`config.mk`:
```
export PLATFORM = sky130hd
export DESIGN_NAME = fp_norm_round_stage
export DESIGN_NICKNAME = d
export VERILOG_FILES = /design/src/rtl/fp_norm_round_stage.sv
export SDC_FILE = /design/constraint.sdc
export NUM_CORES = 1
export LEC_CHECK = 0
export CAP_MARGIN = 0
export CORE_UTILIZATION = 46
export DETAILED_ROUTE_END_ITERATION = 8
export PLACE_DENSITY = 0.74
export SLEW_MARGIN = 15
export SYNTH_ARGS = -nofsm -noshare
export SYNTH_HDL_FRONTEND = slang
export SYNTH_SLANG_ARGS = --single-unit
```
`constraint.sdc`:
```
create_clock -name clk -period 3.2 [get_ports clk]
set_input_delay 0.48 -clock clk [delete_from_list [all_inputs] [get_ports clk]]
set_output_delay 0.48 -clock clk [all_outputs]
set_load 0.005 [all_outputs]
```
`src/rtl/fp_norm_round_stage.sv`:
```
// fp_norm_round_stage: two-stage elastic normalize (S1) and round-to-nearest-even/pack (S2) pipeline.
module fp_norm_round_stage #(
  parameter int DataSize     = 32,
  parameter int FractionSize = 23,
  parameter int ExponentSize = 8,
  parameter int RoundingSize = 27
) (
  input  logic                    clk,
  input  logic                    reset,
  input  logic                    InValid,
  output logic                    InReady,
  input  logic [RoundingSize-1:0] AdderResult,
  input  logic                    EffCarry,
  input  logic [4:0]              NormShifts,
  input  logic [ExponentSize-1:0] ExpIn,
  input  logic                    SignIn,
  output logic                    OutValid,
  input  logic                    OutReady,
  output logic [DataSize-1:0]     Result,
  output logic                    Overflow,
  output logic                    Underflow,
  output logic                    Inexact
);
  localparam int ExpW = ExponentSize + 2;
  logic                    s1_valid_q, s1_zero_q, s1_sign_q;
  logic [RoundingSize-1:0] s1_mant_q, s1_mant_d;
  logic signed [ExpW-1:0]  s1_exp_q, s1_exp_d;
  logic                    s1_zero_d;
  logic                    out_valid_q;
  logic [DataSize-1:0]     result_q, result_d;
  logic                    ovf_q, unf_q, inx_q, ovf_d, unf_d, inx_d;
  logic                    s2_adv;
  logic [23:0]             m;
  logic                    g, r, s, rnd, ovf, unf;
  logic [24:0]             sum;
  logic signed [ExpW-1:0]  e;
  logic [FractionSize-1:0] frac;
  assign s2_adv  = ~out_valid_q | OutReady;
  assign InReady = ~s1_valid_q | s2_adv;
  always_comb begin
    s1_zero_d = ~EffCarry & (NormShifts >= 5'd24);
    s1_mant_d = EffCarry  ? {1'b1, AdderResult[26:2], |AdderResult[1:0]} :
                s1_zero_d ? AdderResult : AdderResult << NormShifts;
    s1_exp_d  = EffCarry  ? $signed({2'b00, ExpIn}) + 10'sd1 :
                            $signed({2'b00, ExpIn}) - $signed({5'b00000, NormShifts});
  end
  // A hidden bit of 0 after rounding means S1 could not normalize; flush it like an underflow.
  always_comb begin
    m        = s1_mant_q[26:3];
    g        = s1_mant_q[2];
    r        = s1_mant_q[1];
    s        = s1_mant_q[0];
    rnd      = g & (r | s | m[0]);
    sum      = {1'b0, m} + {24'b0, rnd};
    frac     = sum[24] ? '0 : sum[22:0];
    e        = s1_exp_q + $signed({9'b0, sum[24]});
    ovf      = e >= 10'sd255;
    unf      = (e <= 10'sd0) | ~(sum[24] | sum[23]);
    result_d = s1_zero_q ? '0 :
               ovf       ? {s1_sign_q, 8'hFF, 23'h0} :
               unf       ? {s1_sign_q, 31'h0} : {s1_sign_q, e[7:0], frac};
    ovf_d    = ~s1_zero_q & ovf;
    unf_d    = ~s1_zero_q & ~ovf & unf;
    inx_d    = g | r | s | ovf_d;
  end
  always_ff @(posedge clk or posedge reset) begin
    if (reset) begin
      s1_valid_q  <= 1'b0;
      s1_zero_q   <= 1'b0;
      s1_sign_q   <= 1'b0;
      s1_mant_q   <= '0;
      s1_exp_q    <= '0;
      out_valid_q <= 1'b0;
      result_q    <= '0;
      ovf_q       <= 1'b0;
      unf_q       <= 1'b0;
      inx_q       <= 1'b0;
    end else begin
      if (InReady) s1_valid_q <= InValid;
      if (InReady && InValid) begin
        s1_zero_q <= s1_zero_d;
        s1_sign_q <= SignIn & ~s1_zero_d;
        s1_mant_q <= s1_mant_d;
        s1_exp_q  <= s1_exp_d;
      end
      if (s2_adv) out_valid_q <= s1_valid_q;
      if (s2_adv && s1_valid_q) begin
        result_q <= result_d;
        ovf_q    <= ovf_d;
        unf_q    <= unf_d;
        inx_q    <= inx_d;
      end
    end
  end
  assign OutValid  = out_valid_q;
  assign Result    = result_q;
  assign Overflow  = ovf_q;
  assign Underflow = unf_q;
  assign Inexact   = inx_q;
endmodule

```
# [Word-level counts from Yosys, hierarchy flattened]
# Index checks and enable logic that the tools add are counted.
[totals] ff_bits=76 inputBits=46 output_inout_bits=37 elab_cells=50
[classes] n_addsub=4 n_lt_le_gt_ge=3 shifts=1 muxes=7 bitwise_logic=22 n_reduce_logical=3
[ops] operator="31-bit 2-to-1 mux" n=2
[ops] operator="27-bit 2-to-1 mux" n=2
[ops] operator="32-bit 2-to-1 mux" n=1
[ops] operator="27-bit by 5-bit left shift with 27-bit output" n=1
[ops] operator="24-bit by 1-bit adder with 25-bit output" n=1
[ops] operator="23-bit 2-to-1 mux" n=1
[ops] operator="10-bit by 2-bit adder with 10-bit output" n=1
[ops] operator="10-bit by 9-bit >= comparator with 1-bit output (second input constant)" n=1
[ops] operator="10-bit by 1-bit <= comparator with 1-bit output (second input constant)" n=1
[ops] operator="10-bit 2-to-1 mux" n=1
[ops] operator="8-bit by 1-bit adder with 9-bit output (second input constant)" n=1
[ops] operator="1-bit bitwise OR" n=9
[ops] operator="8-bit by 5-bit subtractor with 9-bit output" n=1
[ops] operator="1-bit NOT" n=7
[ops] operator="1-bit bitwise AND" n=6
[ops] operator="5-bit >= comparator (second input constant)" n=1
[ops] operator="1-bit logical AND" n=2
[ops] operator="2-bit OR reduction" n=1

# [Longest topological paths before layout]
# Gate-level depths: netlist of run 1.
[depth] word_depth=10 mapped_depth=15 depth_no_buf=13

# [Worst setup path after synthesis of run 1]
# OpenSTA, ideal clock, no wires.
[synth_timing] path_type="flip-flop to flip-flop" from="register s1_mant_q[2]" to="register result_q[15], in the netlist Result[15]" setup_ns=0.119 t_arrival_ns=3.030 required_time_ns=3.081 path_slack_ns=0.051 stages_incl_launch_ff=16 path_buffers=2 synth_period_minus_slack_ns=3.149 path_cell_list="dfrtp_1 -> and2_1 -> ha_1 -> nand3_1 -> nor3_2 -> and3_1 -> ha_1 -> ha_1 -> xor2_1 -> nor2b_1 -> a311oi_1 -> or4_1 -> buf_2 -> nand4_4 -> buf_12 -> o21ai_2"
[synth_between] elab_chain_len=8 word_cells_on_any_way=12 cone_classes="add/sub: 2; order compare: 2; mux: 4; bitwise: 4"
[synth_lines] element="from (decl)" line="26" text="logic [RoundingSize-1:0] s1_mant_q, s1_mant_d;"
[synth_lines] element="from (signal assigned)" line="83" text="s1_mant_q <= s1_mant_d;"
[synth_lines] element="1-bit bitwise AND *" line="53" text="rnd = g & (r | s | m[0]);"
[synth_lines] element="24-bit by 1-bit adder with 25-bit output *" line="54" text="sum = {1'b0, m} + {24'b0, rnd};"
[synth_lines] element="10-bit by 2-bit adder with 10-bit output or 1-bit bitwise OR (tied branches)" line="56, 58"
[synth_lines] element="10-bit by 1-bit <= comparator with 1-bit output or 1-bit NOT (tied branches)" line="58" text="unf = (e <= 10'sd0) | ~(sum[24] | sum[23]);"
[synth_lines] element="1-bit bitwise OR" line="58"
[synth_lines] element="31-bit 2-to-1 mux" line="61" text="unf ? {s1_sign_q, 31'h0} : {s1_sign_q, e[7:0], frac};"
[synth_lines] element="31-bit 2-to-1 mux *" line="60" text="ovf ? {s1_sign_q, 8'hFF, 23'h0} :"
[synth_lines] element="32-bit 2-to-1 mux *" line="59" text="result_d = s1_zero_q ? '0 :"
[synth_lines] element="to (signal assigned)" line="88" text="result_q <= result_d;"
[synth_lines] element="to (decl)" line="30" text="logic [DataSize-1:0] result_q, result_d;"
# Mark *: on every way between the ends. The rest lies on a longest branch, timed or not.
# A chain may end at the register's enable or synchronous reset.

# [Worst setup path after layout of run 1]
# Ends and elaborated chain as after synthesis.

==> summary by stage, run 1 <==
Place
The worst setup slack after placement is -0.06780 ns. Input and output buffers added on the ports amount to 82. The global placement routability congestion is 0.9597. The half-perimeter wire length of the detailed placement result is 12.17 mm.

The standard cell area after detailed placement is 6995 µm².

Synth
The post-synthesis area per instance is 8.817 µm². The synthesized design devotes to its leading area cell type 32.49% of total area. The count of synthesis-stage warnings from yosys is 0. The synthesis-stage register bit count is 76. After synthesis, the most frequently instantiated cells are 106 x sky130_fd_sc_hd__nand2_1, 76 x sky130_fd_sc_hd__dfrtp_1, 73 x sky130_fd_sc_hd__o21ai_0. The share of flip-flops with an asynchronous set or reset is 100.0%. The post-synthesis net count is 720. The most used standard cell by instance count after synthesis is sky130_fd_sc_hd__nand2_1.

Counting flops with a built-in enable in the synthesized netlist gives 0. Yosys mapped the design onto 69 distinct sky130hd cell types. After synthesis the cells add up to 5854 µm². The dominant cell type by area after synthesis is sky130_fd_sc_hd__dfrtp_1. For this run, the leading register cell type out of synthesis is sky130_fd_sc_hd__dfrtp_1. The gate count of the mapped netlist is 664. The sequential-to-total area share from yosys stat is 32.49%.

In the post-synthesis netlist, the biggest area contributors are sky130_fd_sc_hd__dfrtp_1 32%, sky130_fd_sc_hd__mux4_2 9.2%, sky130_fd_sc_hd__nand2_1 6.8%, sky130_fd_sc_hd__o21ai_0 6.2%, sky130_fd_sc_hd__o21ai_2 3.0%.

Worst setup path
The number of buffers and inverters on the critical path is 2. The worst setup path is of the reg -> reg kind. In this design, the critical path's most frequently occurring cell is sky130_fd_sc_hd__and3_4. The slowest stage of the critical path belongs to the cell sky130_fd_sc_hd__a2111o_1.

In this run the number of cells on the critical path is 14. The data arrival time of the worst path is 3.32 ns. The worst register-to-register path has a depth of 14.

On the critical path the largest part of the delay comes from simple AND/OR/NAND/NOR gates. STA classifies the critical path endpoint as a register. The worst setup path is launched from a register. The required time of the critical path is 3.42 ns. The highest net fanout along the worst path is 7. The longest individual stage delay on the worst path is 0.51 ns.

Walking the worst path, the cells encountered are and2_1, ha_2, nand3_2, nor3_4, and3_4, ha_4, and3_4, buf_4, and3_1, nand4_1, a2111o_1, nand4_4, clkbuf_16, o21ai_2.

STA
The number of max-slew violations in the final report is 0. Once routing completed, OpenROAD measured the worst setup slack at 0.09625 ns. Timing would allow up to 0.3222 GHz. The worst clock skew is 0.005870 ns. The transition time at the pin with the least slew margin is 0.7046 ns. The headroom to the max-slew limit is 52.62%. Final hold analysis gives a worst-case slack of 0.4578 ns. Setup violations remaining at the end of the flow were counted as 0. The part of the cycle the worst path needs is 96.99%.

The number of hold violations in the final report is 0. In the final timing run, aggregate negative setup slack is 0 ns. The clock period could shrink to 3.104 ns.

Drt
The first detailed-routing pass took 5 iterations. Dividing the detail-routed wire length by the instance count gives 17.09 µm. The post-detailed-route via-to-cell ratio is 5.763. The first routing iteration left 369 violations. The number of design rule violations left after detail routing is 0. The total number of vias is 5365.

The total wire length after detailed routing is 15.91 mm. The remaining antenna violation count is 0.

Job
The max-capacitance violation count is 0.

Global route
The first-pass GRT wire length is 25.23 mm. After global routing, the most crowded layer is met2. The via count of the first global-routing pass came to 4873. The number of antenna violations at the first check in global routing is 0. The aggregate global routing overflow is 0. The met1 layer usage reported by global route is 36.55%. The met2 track demand over resource is 37.82%. The maximum number of pins on one net before global-route repair is 38.

For met3 alone, demand over resource in global routing was 2.847%. The total routing usage reported by global routing is 24.58%.

Cells and area
The footprint of the multi-input gates is 3714 µm². From synthesis to final layout, the design area changed by 27.95%. The area taken by flip-flops and latches is 1902 µm².

The number of fillers in the final layout is 1069. In the final layout, the share of cells above drive strength 1 is 18.61%. The final standard cell area without fillers is 7491 µm². The repair_antennas step left the layout with diodes totalling 0. The register with the most flip-flops in the layout has 32 of them. After the last flow step, the layout net total stands at 814.

Pwr
The leakage power figure is 0.003024 µW. The worst IR drop on VDD is 0.3166 mV. Power spread over the standard cell area amounts to 496.6 nW/µm². The power consumption is 3720 µW.

Die
The starting utilization of the core area is 47.94%. The floorplan has 40 rows. The floorplan step defined a core boundary enclosing 12210 µm².

The floorplan step set the die height to 114.8 µm. The number of primary I/O pins is 83. The floorplan step defined a die boundary enclosing 13180 µm². The die boundary width is 114.8 µm.

Clocking
Counting every sink on the clock net gives 76. The CTS root buffer is sky130_fd_sc_hd__clkbuf_16. The worst-case clock buffer depth is 2. The clock tree from TritonCTS is built.

The clock slew at the register clock pins of the worst setup and hold paths is 0.06 ns. The clock tree synthesis step divided the H-tree into 3 levels. The later pin in the worst-skew pair is clocked with a latency of 0.33 ns.

Buffers inserted during clock tree synthesis total 9. The total of hold buffers inserted after clock tree synthesis is 0.

Outcome
The flow ran to the end, and the final reports show no timing, DRC or antenna violations.

Worst hold path
The class of the most critical hold timing path is in -> async.
## metal layers
| layer | wire length [µm] | vias to the layer above |
|---|---|---|
| met5 | 0 | - |
| met4 | 274 | 0 |
| met3 | 735 | 24 |
| met2 | 7254 | 173 |
| met1 | 7642 | 2557 |
| li1 | - | 2611 |
## metrics by stage
| stage | cells | utilization (%) |
|---|---|---|
| after global routing | 931 | 61.34 |
| after global placement | 909 | 57.28 |
| after floorplan | 664 | - |
| final | 931 | 61.34 |
| after detailed placement | 909 | 57.28 |
| after CTS | 925 | 60.28 |
## timing repair
action | 4_1_cts | 5_1_grt
pin swaps | 0 | 3
setup buffers | 0 | 3
setup endpoints to repair | 30 | 34
cloned | 0 | 3
resized for setup | 3 | 12
## cell type report
| class | count | area share (%) |
|---|---|---|
| flip-flops and latches | 76 | 25.39 |
| well taps | 168 | 2.806 |
| clock inverters | 7 | 1.654 |
| multi-input cells | 526 | 49.57 |
| repair buffers | 132 | 16.92 |
| inverters | 13 | 0.6514 |
| clock buffers | 9 | 3.007 |
## kinds of logic (layout without fill, tap and decap cells)
logic type,after synthesis,count (layout),synth area share (%)
multiplexers,46,46,13.19
AO/OA/AOI/OAI,183,183,20.05
XOR/XNOR,34,34,5.215
flip-flops,76,76,32.49
adder cells (fa/ha/maj),10,10,2.265
buffers and inverters,62,161,5.151
AND/OR/NAND/NOR,253,253,21.65
## power breakdown
| group | internal, µW | switching (µW) |
|---|---|---|
| clock | 766 | 385 |
| combinational | 661 | 588 |
| sequential | 1160 | 165 |
| total | 2580 | 1140 |
## placed cells by master (no fill, tap or decap), types with 9 or more instances in the layout
cell,count
sky130_fd_sc_hd__nor3_1,12
sky130_fd_sc_hd__o21ai_2,20
sky130_fd_sc_hd__nand3_1,20
sky130_fd_sc_hd__nand3b_1,10
sky130_fd_sc_hd__nor2_1,41
sky130_fd_sc_hd__xor2_1,14
sky130_fd_sc_hd__o21ai_0,71
sky130_fd_sc_hd__a21oi_1,32
sky130_fd_sc_hd__mux2_2,9
sky130_fd_sc_hd__inv_1,10
sky130_fd_sc_hd__clkdlybuf4s50_1,81
sky130_fd_sc_hd__nand2_1,106
sky130_fd_sc_hd__dfrtp_1,76
sky130_fd_sc_hd__xnor2_1,18
sky130_fd_sc_hd__nand4_1,12
sky130_fd_sc_hd__nand2b_1,9
sky130_fd_sc_hd__buf_4,44
sky130_fd_sc_hd__clkbuf_16,11
sky130_fd_sc_hd__mux2i_1,13
sky130_fd_sc_hd__mux4_2,24
## worst paths after layout
path                         startpoint      endpoint  slack, ns
hold reg to reg              Result[16]    Result[16]       0.47
setup / recovery           s1_mant_q[2]    Result[15]        0.1
setup reg to reg           s1_mant_q[2]    Result[15]        0.1
min in group clk             Result[16]    Result[16]       0.47
hold / removal                    reset    Result[28]       0.46
max in group asynchronous         reset  s1_mant_q[5]       2.00
(Power assumes the default switching activity.)
==> run 2, diff against run 1 <==
--- a/config.mk
+++ b/config.mk
@@ -9,6 +9,7 @@
 export CORE_UTILIZATION = 46
 export DETAILED_ROUTE_END_ITERATION = 8
 export PLACE_DENSITY = 0.74
+export RECOVER_POWER = 100
 export SLEW_MARGIN = 15
 export SYNTH_ARGS = -nofsm -noshare
 export SYNTH_HDL_FRONTEND = slang
==> run 2 against run 1 <==
  * Final cell count unchanged
  * Non-clock buffer count unchanged
  * Clock-buffer cell count unchanged
  * Clock skew up 0.00051 ns
  * Global-route usage unchanged
  * Sequential power about the same
  * Register-to-register slack about the same
  * Setup slack better by 0.0074 ns
  * Clock power about the same
  * Cell area down 0.43%
  * Maximum frequency up 0.24%
  * Largest power group unchanged
==> summary by stage, run 2 (same netlist as run 1, synthesis figures left out) <==
Outcome
The run finished with clean final reports.

Cells and area
The final standard cell area without fillers is 7458 µm² (-0.43%). The number of flip-flops in the largest register is 32 (unchanged). The share of final-layout standard cells stronger than drive strength 1 is 17.82% (-0.79 points). Compared with the post-synthesis result, the final layout area differs by 27.40%.

The number of nets in the layout was 814 (unchanged). The number of fillers in the final layout is 1077 (+0.75%). The filler-free cell count of the finished design is 931 (unchanged).

Leaving out fill and tap cells, the most frequent cells in the layout are 106 x sky130_fd_sc_hd__nand2_1, 76 x sky130_fd_sc_hd__dfrtp_1, 71 x sky130_fd_sc_hd__o21ai_0. The footprint of the multi-input gates came to 3714 µm² (unchanged). The number of antenna repair diodes is 0 (unchanged). Leaving out fill and tap cells, the most frequent cell in the layout is sky130_fd_sc_hd__nand2_1. The area taken by flip-flops and latches is 1902 µm² (unchanged).

Clocking
The CTS root buffer is sky130_fd_sc_hd__clkbuf_16. The number of clock sinks seen by CTS came to 76 (unchanged). The total of hold buffers inserted after clock tree synthesis is 0 (unchanged). TritonCTS built the clock tree. The worst-case clock buffer depth is 2 (unchanged). The clock slew at the register clock pins of the worst setup and hold paths came to 0.06 ns (about the same). The number of clock buffers inserted by TritonCTS came to 9 (unchanged). The H-tree depth reported by CTS is 3 (unchanged). The clock insertion delay at the later pin of the skew report is 0.33 ns (about the same).

STA
The part of the cycle the worst path needs is 96.76% (-0.23 points). The final number of setup-violating endpoints was 0 (unchanged). The number of hold violations in the final report is 0 (unchanged). The final worst slack came to 0.1036 ns (+0.007361 ns). The post-layout minimum cycle time came to 3.096 ns (-0.007361 ns).

The worst hold slack across all endpoints is 0.4657 ns (+0.007815 ns). The worst clock skew was 0.006382 ns (+0.0005122 ns). The transition time at the pin with the least slew margin is 1.431 ns (+0.7266 ns). The number of max-slew violations in the final report is 0 (unchanged). The achievable frequency is 0.3230 GHz (+0.24%). The headroom to the max-slew limit came to 4.585% (-48 points).

Drt
The post-detailed-route via-to-cell ratio is 5.770 (+0.13%). The mean routed wirelength per cell was 17.08 µm (about the same). The initial detailed-routing violation count is 380 (+3.0%).

The remaining antenna violation count came to 0 (unchanged). The number of design rule violations left after detail routing came to 0 (unchanged). The total number of vias is 5372 (+0.13%).

The first-pass detailed-route iteration total was 6 (+1). The total wire length after detailed routing is 15.90 mm (about the same).

Worst setup path
The data arrival time of the worst path came to 3.31 ns (about the same). The worst setup path is launched from a register. STA classifies the critical path endpoint as a register. The worst setup path category is reg -> reg.

The highest net fanout along the worst path is 7 (unchanged). The required time of the critical path came to 3.42 ns (about the same).

Die
The starting utilization of the core area is 47.94% (unchanged). The number of primary I/O pins came to 83 (unchanged). The height of the die is 114.8 µm (unchanged). The floorplan row count is 40 (unchanged). The die boundary width came to 114.8 µm (unchanged). The core area is 12210 µm² (unchanged).

The die area is 13180 µm² (unchanged).

Place
The standard cell area after detailed placement is 6995 µm² (unchanged). The count of input and output buffers is 82 (unchanged). The instance count after placement with tap cells included is 909 (unchanged). The half-perimeter wire length of the detailed placement result is 12.17 mm (unchanged). The global placement routability congestion came to 0.9597 (unchanged).

The worst setup slack after placement was -0.06780 ns (unchanged).

Job
The max-capacitance violation count is 0 (unchanged).

Pwr
The power consumption is 3665 µW (-1.5%). The leakage power figure is 0.003069 µW (+1.5%). The worst IR drop on VDD is 0.3154 mV (-0.37%). The total power divided by cell area is 491.3 nW/µm² (-1.1%).

Global route
The layer flagged by global routing as most heavily used is met2. The met3 usage in global routing is 2.847% (unchanged). The via count of the first global-routing pass came to 4873 (unchanged). The met1 layer usage reported by global route came to 36.55% (unchanged).

The aggregate global routing overflow is 0 (unchanged). The first-pass GRT wire length was 25.23 mm (unchanged). The total routing usage reported by global routing is 24.58% (unchanged). The maximum number of pins on one net before global-route repair came to 38 (unchanged). The number of antenna violations at the first check in global routing is 0 (unchanged). The met2 track demand over resource is 37.82% (unchanged).

Worst hold path
The tightest min-delay check is of the reg -> reg type.
[run 2: cell types whose count changed in the layout (fill, tap and decap cells not counted)]
| cell | delta |
|---|---|
| sky130_fd_sc_hd__mux2_1 | +1 |
| sky130_fd_sc_hd__dlygate4sd3_1 | +42 |
| sky130_fd_sc_hd__clkdlybuf4s50_1 | -42 |
| sky130_fd_sc_hd__clkbuf_2 | +2 |
| sky130_fd_sc_hd__buf_12 | -1 |
| sky130_fd_sc_hd__inv_2 | -1 |
| sky130_fd_sc_hd__buf_4 | -5 |
| sky130_fd_sc_hd__clkbuf_1 | +4 |
| sky130_fd_sc_hd__and2_1 | -1 |
| sky130_fd_sc_hd__and2_0 | +1 |
| sky130_fd_sc_hd__inv_1 | +1 |
| sky130_fd_sc_hd__mux2_2 | -1 |
[run 2: repair_timing]
action                     CTS  global route
gates resized for setup      3            12
gates cloned                 0             3
pin swaps                    0             3
setup endpoints to repair   30            34
buffers inserted             0             3
[run 2: area by class of cell]
cell class | count | area share [%]
multi-input combinational | 526 | 49.79
sequential | 76 | 25.50
timing repair buffer | 132 | 16.56
clock buffer | 9 | 3.020
tap | 168 | 2.818
clock inverter | 7 | 1.661
inverter | 13 | 0.6543
[run 2: worst paths after layout]
kind,startpoint,depth (start not counted),endpoint,slack (ns)
worst min register to register,Result[16],2,Result[16],0.47
max in group asynchronous,reset,3,s1_mant_q[7],0.71
worst max register to register,s1_mant_q[2],14,Result[11],0.10
worst max-delay path,s1_mant_q[2],14,Result[11],0.10
worst min-delay path,Result[16],2,Result[16],0.47
min in group asynchronous,reset,2,Result[28],0.71
[run 2: worst max-delay path: stages (launching register included)]
cell and delay (ns):
sky130_fd_sc_hd__dfrtp_1 0.36, sky130_fd_sc_hd__and2_1 0.14, sky130_fd_sc_hd__ha_2 0.19, sky130_fd_sc_hd__nand3_2 0.11, sky130_fd_sc_hd__nor3_4 0.21, sky130_fd_sc_hd__and3_4 0.23
sky130_fd_sc_hd__ha_4 0.15, sky130_fd_sc_hd__and3_4 0.23, sky130_fd_sc_hd__buf_4 0.13, sky130_fd_sc_hd__and3_1 0.16, sky130_fd_sc_hd__nand4_1 0.11, sky130_fd_sc_hd__a2111o_1 0.51
sky130_fd_sc_hd__nand4_4 0.21, sky130_fd_sc_hd__clkbuf_16 0.19, sky130_fd_sc_hd__o21ai_2 0.06
[run 2: power by group]
part | internal [µW] | total [µW] | switching [µW]
Clock | 766 | 1150 | 386
Sequential | 1160 | 1320 | 160
Combinational | 610 | 1200 | 587
Total | 2530 | 3660 | 1130
[run 2: per-layer routing]
layer	part of all wire [%]	vias up
met5	0	-
met1	48	2565
li1	-	2614
met4	1.8	0
met3	4.9	24
met2	45	169
[run 2: through the flow]
step                TNS [ns]  util [%]
finish                     0     61.08
detailed placement    -1.319     57.28
floorplan                  0         -
CTS                        0     60.28
global route          -1.384     61.08
global placement           0     57.28
